$ cat src/rtl/mod_n_cascade.sv
// Cascade of DIGITS modulo-N digit counters with a single-cycle ripple carry/borrow,
// parallel load with per-digit clamping, and wrap or saturate behaviour at the range ends.
module mod_n_cascade #(
  parameter int N      = 10,
  parameter int DIGITS = 4,
  parameter int WIDTH  = $clog2(N),
  parameter int WRAP   = 1
) (
  input  logic                      clk,
  input  logic                      rst,
  input  logic                      ce,
  input  logic                      up,
  input  logic                      load,
  input  logic [DIGITS*WIDTH-1:0]   load_val,
  output logic [DIGITS*WIDTH-1:0]   q,
  output logic                      tc,
  output logic                      ovf,
  output logic                      sat
);

  localparam logic [WIDTH-1:0] DMAX = WIDTH'(N - 1);
  localparam logic [WIDTH-1:0] DMIN = '0;

  // Declaration initialisers give power-up values equal to the reset values.
  logic [DIGITS*WIDTH-1:0] q_q = '0;
  logic                    ovf_q = 1'b0;
  logic                    sat_q = 1'b0;
  logic [DIGITS*WIDTH-1:0] q_d;
  logic                    ovf_d;
  logic                    sat_d;

  logic [DIGITS-1:0]       is_max;
  logic [DIGITS-1:0]       is_min;
  logic [DIGITS-1:0]       step_en;
  logic [DIGITS*WIDTH-1:0] ld_val;
  logic [DIGITS*WIDTH-1:0] step_val;

  for (genvar g = 0; g < DIGITS; g++) begin : g_digit
    logic [WIDTH-1:0] cur;
    logic [WIDTH-1:0] fld;

    assign cur       = q_q[g*WIDTH +: WIDTH];
    assign fld       = load_val[g*WIDTH +: WIDTH];
    assign is_max[g] = (cur == DMAX);
    assign is_min[g] = (cur == DMIN);

    // A digit moves only when every lower digit sits at the end it is leaving.
    if (g == 0) begin : g_lsd
      assign step_en[g] = 1'b1;
    end else begin : g_upper
      assign step_en[g] = up ? &is_max[g-1:0] : &is_min[g-1:0];
    end

    assign ld_val[g*WIDTH +: WIDTH] = (fld > DMAX) ? DMAX : fld;

    assign step_val[g*WIDTH +: WIDTH] =
        !step_en[g] ? cur :
        up          ? (is_max[g] ? DMIN : cur + 1'b1) :
                      (is_min[g] ? DMAX : cur - 1'b1);
  end

  assign tc = ce & (up ? &is_max : &is_min);

  always_comb begin
    // NOTE: defaults first so every path assigns every output; no latch can be inferred.
    q_d   = q_q;
    ovf_d = 1'b0;
    sat_d = sat_q;
    if (load) begin
      q_d   = ld_val;
      sat_d = 1'b0;
    end else if (ce) begin
      if (tc && (WRAP == 0)) begin
        sat_d = 1'b1;
      end else begin
        // Natural ripple of all-max (or all-zero) already yields the wrapped value.
        q_d   = step_val;
        ovf_d = tc;
        sat_d = 1'b0;
      end
    end
  end

  always_ff @(posedge clk) begin
    // NOTE: non-blocking assignments so all registers update from the same pre-edge values.
    if (rst) begin
      q_q   <= '0;
      ovf_q <= 1'b0;
      sat_q <= 1'b0;
    end else begin
      q_q   <= q_d;
      ovf_q <= ovf_d;
      sat_q <= sat_d;
    end
  end

  assign q   = q_q;
  assign ovf = ovf_q;
  assign sat = sat_q;

endmodule

$ cat config.mk
export PLATFORM = sky130hd
export DESIGN_NAME = mod_n_cascade
export DESIGN_NICKNAME = d
export VERILOG_FILES = /design/src/rtl/mod_n_cascade.sv
export SDC_FILE = /design/constraint.sdc
export NUM_CORES = 1
export LEC_CHECK = 0
export BUFFER_PORTS_ARGS = -buffer_cell sky130_fd_sc_hd__clkbuf_2
export CAP_MARGIN = 0
export CORE_UTILIZATION = 50
export CTS_CLUSTER_SIZE = 28
export DETAILED_ROUTE_END_ITERATION = 10
export GPL_TIMING_DRIVEN = 0
export PLACE_DENSITY = 0.76
export SLEW_MARGIN = 20
export SYNTH_ARGS = -nofsm -noshare
export SYNTH_HDL_FRONTEND = slang
export SYNTH_SLANG_ARGS = --single-unit
export TNS_END_PERCENT = 20
$ cat constraint.sdc
create_clock -name clk -period 2.1 [get_ports clk]
set_input_delay 0 -clock clk [delete_from_list [all_inputs] [get_ports clk]]
set_output_delay 0 -clock clk [all_outputs]
set_load 0.02 [all_outputs]
==> results of run 1 <==
layout by cell type (no fill, tap or decap), types with 10 or more instances in the layout:
cell type,count
nand2_1,17
clkbuf_1,11
o21ai_0,15
a21oi_1,11
nand3_1,12
clkbuf_2,36
nor2_1,21
buf_2,10
dfxtp_1,17
registers in the layout, indices dropped and copies added, names as in the netlist:
| register | cells |
|---|---|
| q | 16 |
| ovf | 1 |
cell families (layout without fill, tap and decap cells):
logic type | Yosys count | after routing
other | 1 | 1
AOI/OAI and AO/OA | 63 | 63
DFF | 17 | 17
buffers and inverters | 29 | 76
and+or+nand+nor | 103 | 103
muxes | 2 | 2
xor gates and xnor gates | 7 | 7
critical path: cells and delay by family (launching register included):
family	cells	cell delay, ns
buffers and inverters	1	0.17
flip-flops	1	0.33
AND/OR/NAND/NOR	2	0.79
AO/OA/AOI/OAI	3	0.60
final timing paths:
kind	start	endpoint	slack, ns	depth (start not counted)
hold reg to reg	q[7]$_SDFFE_PP0P_	q[7]$_SDFFE_PP0P_	0.58	2
setup reg to reg	q[1]$_SDFFE_PP0P_	q[13]$_SDFFE_PP0P_	0.1	6
setup / recovery	q[1]$_SDFFE_PP0P_	q[13]$_SDFFE_PP0P_	0.1	6
hold / removal	load_val[4]	q[4]$_SDFFE_PP0P_	0.03	4
final cells by class:
cell class                      instances  area [um2]
Fill cell                             297        1110
Multi-Input combinational cell        176        1110
Sequential cell                        17         340
Timing Repair Buffer                   43         250
Buffer                                 25         118
Tap cell                               44        55.1
Clock buffer                            3        22.5
Inverter                                4        15.0
Clock inverter                          1        5.00
layer usage:
layer  part of all wire [%]  routed length, um
met5                      0                  0
met4                    2.3                 95
met3                    7.6                318
met2                     47               1990
met1                     43               1790
power by group through the flow:
stage,logic (mW),registers (mW),clock network [mW]
finish,0.383,0.370,0.196
global route,0.423,0.374,0.215
CTS,0.377,0.370,0.201
detailed placement,0.366,0.377,0
global placement,0.361,0.376,0
floorplan,0.244,0.402,0
timing repair:
item,4_1_cts,5_1_grt
endpoints found under the hold margin,5,0
gates resized for setup,0,2
setup endpoints to repair,0,2
hold buffers,7,0
==> out/metrics.yaml, run 1 <==
detailed_routing:
  drt_iter0_drc: 76
  drc: 0
  finalWirelength_um: 4200
  vias_per_cell: 5.90
  ant_nets: 0
  avgRoutedWirePerCell_um: 13.4
  firstDrtPassIters: 5
  vias: 1848
die:
  core_area_mm2: 0.00303
  die-area_mm2: 0.00338
  die_w_um: 58.1
  fp.dieH_um: 58.1
  initial_core_util_pct: 52.0
  rows: 20
  io_pins: 40
logic_synthesis:
  synthMuxAreaShare_pct: 1.27
  yosysUniqueCellTypes: 64
  synth_top_area_share_pct: 21.6
  synthMostInstantiatedCell: "nor2_1"
  ys.flop_type: "dfxtp_1"
  synthArstFlopShare_pct: 0
  syn_inst: 222
  synth-simple-area-share_pct: 37.3
  ys_seq_elements: 17
  avgSynthCellArea_um2: 7.10
  ys_warn_count: 0
  yosys.area_share.xor_xnor_pct: 3.89
  synth_adder_area_share_pct: 0
  synth_compound_area_share_pct: 27.2
  synth_nets: 243
  synth_top_area_cell: "dfxtp_1"
  ys_top_cells_by_count: "nor2_1 (21), dfxtp_1 (17), nand2_1 (17), o21ai_0 (15), nand3_1 (12)"
  seq_area_frac_synth_pct: 21.6
  synth_edf_count: 0
  syn_area_mm2: 0.00158
  yosys-top-cells-area: "dfxtp_1 (22%), nor2_1 (5.0%), o21ai_0 (4.8%)"
  synth_top_family_by_area: "simple AND/OR/NAND/NOR gates"
power:
  seq_power_share_pct: 39.0
  intPower_mw: 0.577
  power.total_mw: 0.948
  p_switching_mw: 0.371
  clkPwrFrac_pct: 20.7
  power.leakage_nw: 0.762
  cellPowerDensity_mw_per_mm2: 495
  ir_worst_vdd_uv: 313
  pwr-share-comb_pct: 40.3
  p_sw_share_pct: 39.1
sta:
  setup_violations: 0
  fin_crit_ns: 2.00
  fmax_ghz: 0.499
  slew-limit-headroom_pct: 62.4
  fin_ws_ns: 0.0963
  post-route-period-util_pct: 95.4
  hold_viol_final: 0
  rsz0062_at_grt: "false"
  worst_pin_slew_ns: 0.564
  setup_tns_ns: 0
  skew_ns: 0.0207
  hold_ws_ns: 0.0262
  finalMaxSlewViolations: 0
setup_path:
  cp.arrival_ns: 2.21
  crit_slowest_cell: "or3b_2"
  path_class: "reg2reg"
  cp_cell_sequence: "buf_2 -> or3b_2 -> nor4_1 -> a22o_2 -> o21ai_1 -> a31o_1"
  end_kind: "register"
  cpPeakStageDelay_ns: 0.54
  worstPathRequired_ns: 2.30
  worstPathMaxFanout: 10
  startpoint_type: "register"
placed_design:
  dp.cells: 302
  port_buffers: 36
  hpwl_um: 3010
  post_dp_cell_area_mm2: 0.00181
  gp_congestion: 0.864
  place_ws_ns: 0.153
cts:
  h-tree-depth: 1
  numCtsBuffers: 3
  cts_root_buf: "clkbuf_4"
  clockBufferDepth: 2
  clkTransAtPathRegs_ns: 0.13
  cts_setup_buffers: 0
  cts_tree: "yes"
  cts_sinks: 17
  clock_insertion_delay_worst_skew_ns: 0.32
grt:
  grt.total_usage_pct: 27.1
  met1_usage_pct: 31.1
  grt_pass1_wl_um: 7180
  busiest_layer: "met2"
  grt-ovfl-total: 0
  use_met3_pct: 5.80
  met2_usage_pct: 46.8
  grt_max_degree: 11
  grt_pass1_vias: 1730
  antenna_found_initial: 0
final_layout:
  utilization_pct: 63.3
  n_antenna_cell: 0
  drive_gt1_share_pct: 24.2
  layout.nets: 291
  area_growth_pct: 21.6
  final_area_mm2: 0.00192
  fin_cells: 313
run_status:
  status: "finished clean"
flow_run:
  timing.max_cap.violations: 0
worst_hold_path:
  worstHoldPathType: "in2reg"
Note: power is estimated with default switching activity, not from simulation.
==> run 2: changes to the inputs <==
- clock period: 2.1 -> 2.3 ns (I/O delays scaled with it)
==> out/metrics.yaml, run 2 (synthesis gave the netlist of run 1 again) <==
die:
  io_pins: 40
  die-area_mm2: 0.00338
  core_area_mm2: 0.00303
  fp.dieH_um: 58.1
  die_w_um: 58.1
  initial_core_util_pct: 52.0
  rows: 20
flow_run:
  timing.max_cap.violations: 0
sta:
  fin_ws_ns: 0.287
  finalMaxSlewViolations: 0
  hold_ws_ns: 0.0266
  worst_pin_slew_ns: 0.562
  skew_ns: 0.0195
  setup_violations: 0
  slew-limit-headroom_pct: 62.5
  fmax_ghz: 0.497
  hold_viol_final: 0
  rsz0062_at_grt: "false"
  post-route-period-util_pct: 87.5
  fin_crit_ns: 2.01
  setup_tns_ns: 0
final_layout:
  largest_register_ffs: 16
  fin_cells: 313
  layout_commonest_cell: "clkbuf_2"
  n_antenna_cell: 0
  layout.nets: 291
  drive_gt1_share_pct: 23.4
  area_growth_pct: 21.1
  fill_cells: 300
  final_cell_mix: "clkbuf_2 (36), nor2_1 (21), nand2_1 (17), dfxtp_1 (17), o21ai_0 (15)"
setup_path:
  rr_endpoint: "q[13]$_SDFFE_PP0P_"
  cp_cell_sequence: "buf_2 -> nand4_1 -> nor3_1 -> nand3_1 -> a21oi_1 -> clkbuf_2"
  setup.worst_path.end: "tc"
  worstPathRequired_ns: 2.30
  startpoint_type: "register"
  end_kind: "primary output"
  worstPathMaxFanout: 9
  r2r-start: "q[1]$_SDFFE_PP0P_"
  crit_start: "q[3]$_SDFFE_PP0P_"
  r2r_cells: 6
  cp.arrival_ns: 2.01
  crit_slowest_cell: "nor3_1"
  r2r_slack_ns: 0.30
  cpPeakStageDelay_ns: 0.44
  path_class: "reg2out"
grt:
  grt_max_degree: 11
  grt.total_usage_pct: 27.1
  grt_pass1_wl_um: 7180
  grt_pass1_vias: 1730
  antenna_found_initial: 0
  grt-ovfl-total: 0
cts:
  clkTransAtPathRegs_ns: 0.13
  cts_tree: "yes"
  numCtsBuffers: 3
  clock_insertion_delay_worst_skew_ns: 0.32
  cts_resized: 0
  clockBufferDepth: 2
  cts_root_buf: "clkbuf_4"
  h-tree-depth: 1
  cts_sinks: 17
worst_hold_path:
  holdPathStages: 4
  worstHoldPathType: "in2reg"
power:
  cellPowerDensity_mw_per_mm2: 453
  power.total_mw: 0.864
  power.leakage_nw: 0.758
  ir_worst_vdd_uv: 286
detailed_routing:
  drt_iter0_drc: 103
  ant_nets: 0
  vias: 1858
  firstDrtPassIters: 5
  finalWirelength_um: 4210
  vias_per_cell: 5.94
  drc: 0
  avgRoutedWirePerCell_um: 13.5
run_status:
  status: "finished clean"
placed_design:
  hpwl_um: 3010
  gp_congestion: 0.864
  place_ws_ns: 0.353
  port_buffers: 36
  dp.cells: 302
## run 2: final cells by class
cell class	instances	area (um2)	area share (%)
multi-input cells	176	1100	57.8
inverters	4	15.0	0.787
clock inverters	1	5.00	0.262
clock buffers	3	22.5	1.18
repair buffers	43	250	13.1
flip-flops and latches	17	340	17.8
well taps	44	55.1	2.89
plain buffers	25	118	6.16
## run 2: power by group
group / switching [mW] / internal (mW) / leakage (nW)
Combinational: 0.203 / 0.145 / 0.600
Clock: 0.114 / 0.0651 / 0.0177
Sequential: 0.0208 / 0.317 / 0.141
## run 2: how the worst min path moves through the flow
stage	start	to
2_1_floorplan	load_val[1]	q[1]$_SDFFE_PP0P_
3_3_place_gp	load_val[0]	q[0]$_SDFFE_PP0P_
3_5_place_dp	load_val[1]	q[1]$_SDFFE_PP0P_
4_1_cts	load_val[3]	q[0]$_SDFFE_PP0P_
5_1_grt	load_val[3]	q[0]$_SDFFE_PP0P_
6_report	load_val[4]	q[4]$_SDFFE_PP0P_
## run 2: per-layer routing
| metal | up-vias | GRT usage, % | share of wire (%) |
|---|---|---|---|
| met2 | 73 | 46.8 | 47 |
| met5 | - | 0 | 0 |
| met4 | 0 | 14.6 | 2.3 |
| met1 | 857 | 31.1 | 44 |
| li1 | 914 | - | - |
| met3 | 14 | 5.80 | 6.9 |
## run 2: timing repair
action	CTS	global route
setup buffers	0	0
endpoints found under the hold margin	5	0
hold buffers	7	0
## run 2: stage by stage
stage | area, um2 | utilization, %
2_1_floorplan | 1580 | -
3_3_place_gp | 1810 | 59.8
3_5_place_dp | 1810 | 59.8
4_1_cts | 1910 | 63.0
5_1_grt | 1910 | 63.0
6_report | 1910 | 63.0
## run 2: critical path, delay by kind of cell (launching register included)
family                 cells  cell delay (ns)
AND/OR/NAND/NOR            3             0.69
buffers and inverters      2             0.42
flip-flops                 1             0.35
AO/OA/AOI/OAI              1             0.24
==> run 3: changes to the inputs <==
- clock period: 2.3 -> 2.2 ns (I/O delays scaled with it)
==> out/metrics.yaml, run 3 (synthesis gave the netlist of run 1 again) <==
setup_path:
  rr_endpoint: "q[13]$_SDFFE_PP0P_"
  critPathBufInv: 1
  path_class: "reg2reg"
  worstPathMaxFanout: 10
  cp_cell_sequence: "buf_2 -> or3b_2 -> nor4_1 -> a22o_2 -> o21ai_1 -> a31o_1"
  crit_family: "simple AND/OR/NAND/NOR gates"
  startpoint_type: "register"
  end_kind: "register"
  cp.arrival_ns: 2.21
  r2r-start: "q[1]$_SDFFE_PP0P_"
  cpPeakStageDelay_ns: 0.54
  r2r_cells: 6
  worstPathRequired_ns: 2.40
  r2r_slack_ns: 0.20
  crit_slowest_cell: "or3b_2"
die:
  io_pins: 40
  die_w_um: 58.1
  core_area_mm2: 0.00303
  fp.dieH_um: 58.1
  die-area_mm2: 0.00338
  rows: 20
  initial_core_util_pct: 52.0
sta:
  rsz0062_at_grt: "false"
  post-route-period-util_pct: 91.1
  finalMaxSlewViolations: 0
  hold_viol_final: 0
  fin_crit_ns: 2.00
  worst_pin_slew_ns: 0.562
  skew_ns: 0.0205
  slew-limit-headroom_pct: 62.5
  fin_ws_ns: 0.196
  fmax_ghz: 0.499
  setup_violations: 0
  setup_tns_ns: 0
detailed_routing:
  avgRoutedWirePerCell_um: 13.4
  vias_per_cell: 5.93
  vias: 1856
  firstDrtPassIters: 7
  ant_nets: 0
  finalWirelength_um: 4210
  drc: 0
  drt_iter0_drc: 76
cts:
  clock_insertion_delay_worst_skew_ns: 0.32
  cts_tree: "yes"
  clkTransAtPathRegs_ns: 0.13
  cts_root_buf: "clkbuf_4"
  cts_sinks: 17
  numCtsBuffers: 3
  clockBufferDepth: 2
  h-tree-depth: 1
power:
  power.leakage_nw: 0.762
  cellPowerDensity_mw_per_mm2: 473
  power.total_mw: 0.905
  ir_worst_vdd_uv: 298
grt:
  grt.total_usage_pct: 27.1
  grt_pass1_wl_um: 7180
  grt-ovfl-total: 0
  grt_pass1_vias: 1730
  grt_max_degree: 11
  antenna_found_initial: 0
final_layout:
  n_antenna_cell: 0
  largest_register_ffs: 16
  drive_gt1_share_pct: 23.8
  utilization_pct: 63.2
  area_growth_pct: 21.4
  layout.nets: 291
  layout_commonest_cell: "clkbuf_2"
  fin_cells: 313
  final_cell_mix: "clkbuf_2 (36), nor2_1 (21), nand2_1 (17), dfxtp_1 (17), o21ai_0 (15)"
flow_run:
  timing.max_cap.violations: 0
placed_design:
  dp.cells: 302
  gp_congestion: 0.864
  port_buffers: 36
  place_ws_ns: 0.253
  hpwl_um: 3010
worst_hold_path:
  holdCritStartpoint: "load_val[4]"
  whs_endpoint: "q[4]$_SDFFE_PP0P_"
  worstHoldPathType: "in2reg"
  holdPathStages: 4
run_status:
  status: "finished clean"
[run 3: cell types whose count changed in the layout (fill, tap and decap cells not counted)]
cell and delta:
nor3_2 +1, nor3_1 -1
[run 3: how the worst max path moves through the flow]
stage / start / depth (start not counted) / slack [ns] / end
after detailed placement: q[1]$_SDFFE_PP0P_ / 6 / 0.25 / q[13]$_SDFFE_PP0P_
final: q[1]$_SDFFE_PP0P_ / 6 / 0.20 / q[13]$_SDFFE_PP0P_
after floorplan: q[6]$_SDFFE_PP0P_ / 6 / 0.30 / ovf$_SDFF_PP0_
after global placement: q[1]$_SDFFE_PP0P_ / 6 / 0.31 / q[13]$_SDFFE_PP0P_
after global routing: q[9]$_SDFFE_PP0P_ / 6 / 0.09 / tc
after CTS: q[3]$_SDFFE_PP0P_ / 6 / 0.20 / tc
[run 3: worst register-to-register path, cell delays in order (launching register included)]
cell and delay [ns]:
dfxtp_1 0.33, buf_2 0.17, or3b_2 0.54, nor4_1 0.25, a22o_2 0.29, o21ai_1 0.09, a31o_1 0.22
[run 3: layout make-up]
class                   instances  area [um2]
clock buffers                   3        22.5
well taps                      44        55.1
plain buffers                  25         118
flip-flops and latches         17         340
clock inverters                 1        5.00
fillers                       298        1110
repair buffers                 43         250
inverters                       4        15.0
multi-input cells             176        1110
[run 3: power by group]
part	internal (mW)	total [mW]	leakage (nW)	switching, mW
combinational	0.151	0.364	0.603	0.213
sequential	0.331	0.353	0.141	0.0216
clock	0.0681	0.188	0.0177	0.120
[run 3: repair_timing]
| action | 4_1_cts | 5_1_grt |
|---|---|---|
| endpoints found under the setup margin | 0 | 1 |
| hold endpoints to repair | 5 | 0 |
| gates resized for setup | 0 | 1 |
| buffers inserted | 0 | 0 |
| hold buffers | 7 | 0 |
[run 3: metrics by stage]
stage	instance area, um2	hold WS, ns
final	1910	0.0252
after global routing	1910	0.0255
after CTS	1910	0.0136
after detailed placement	1810	0.251
after global placement	1810	0.245
after floorplan	1580	0.140
[run 3: metal layers]
layer,wire length [um],track usage [%],vias to the layer above
li1,-,-,911
met1,1830,31.1,843
met2,1960,46.8,82
met3,291,5.80,20
met4,125,14.6,0
met5,0,0,-
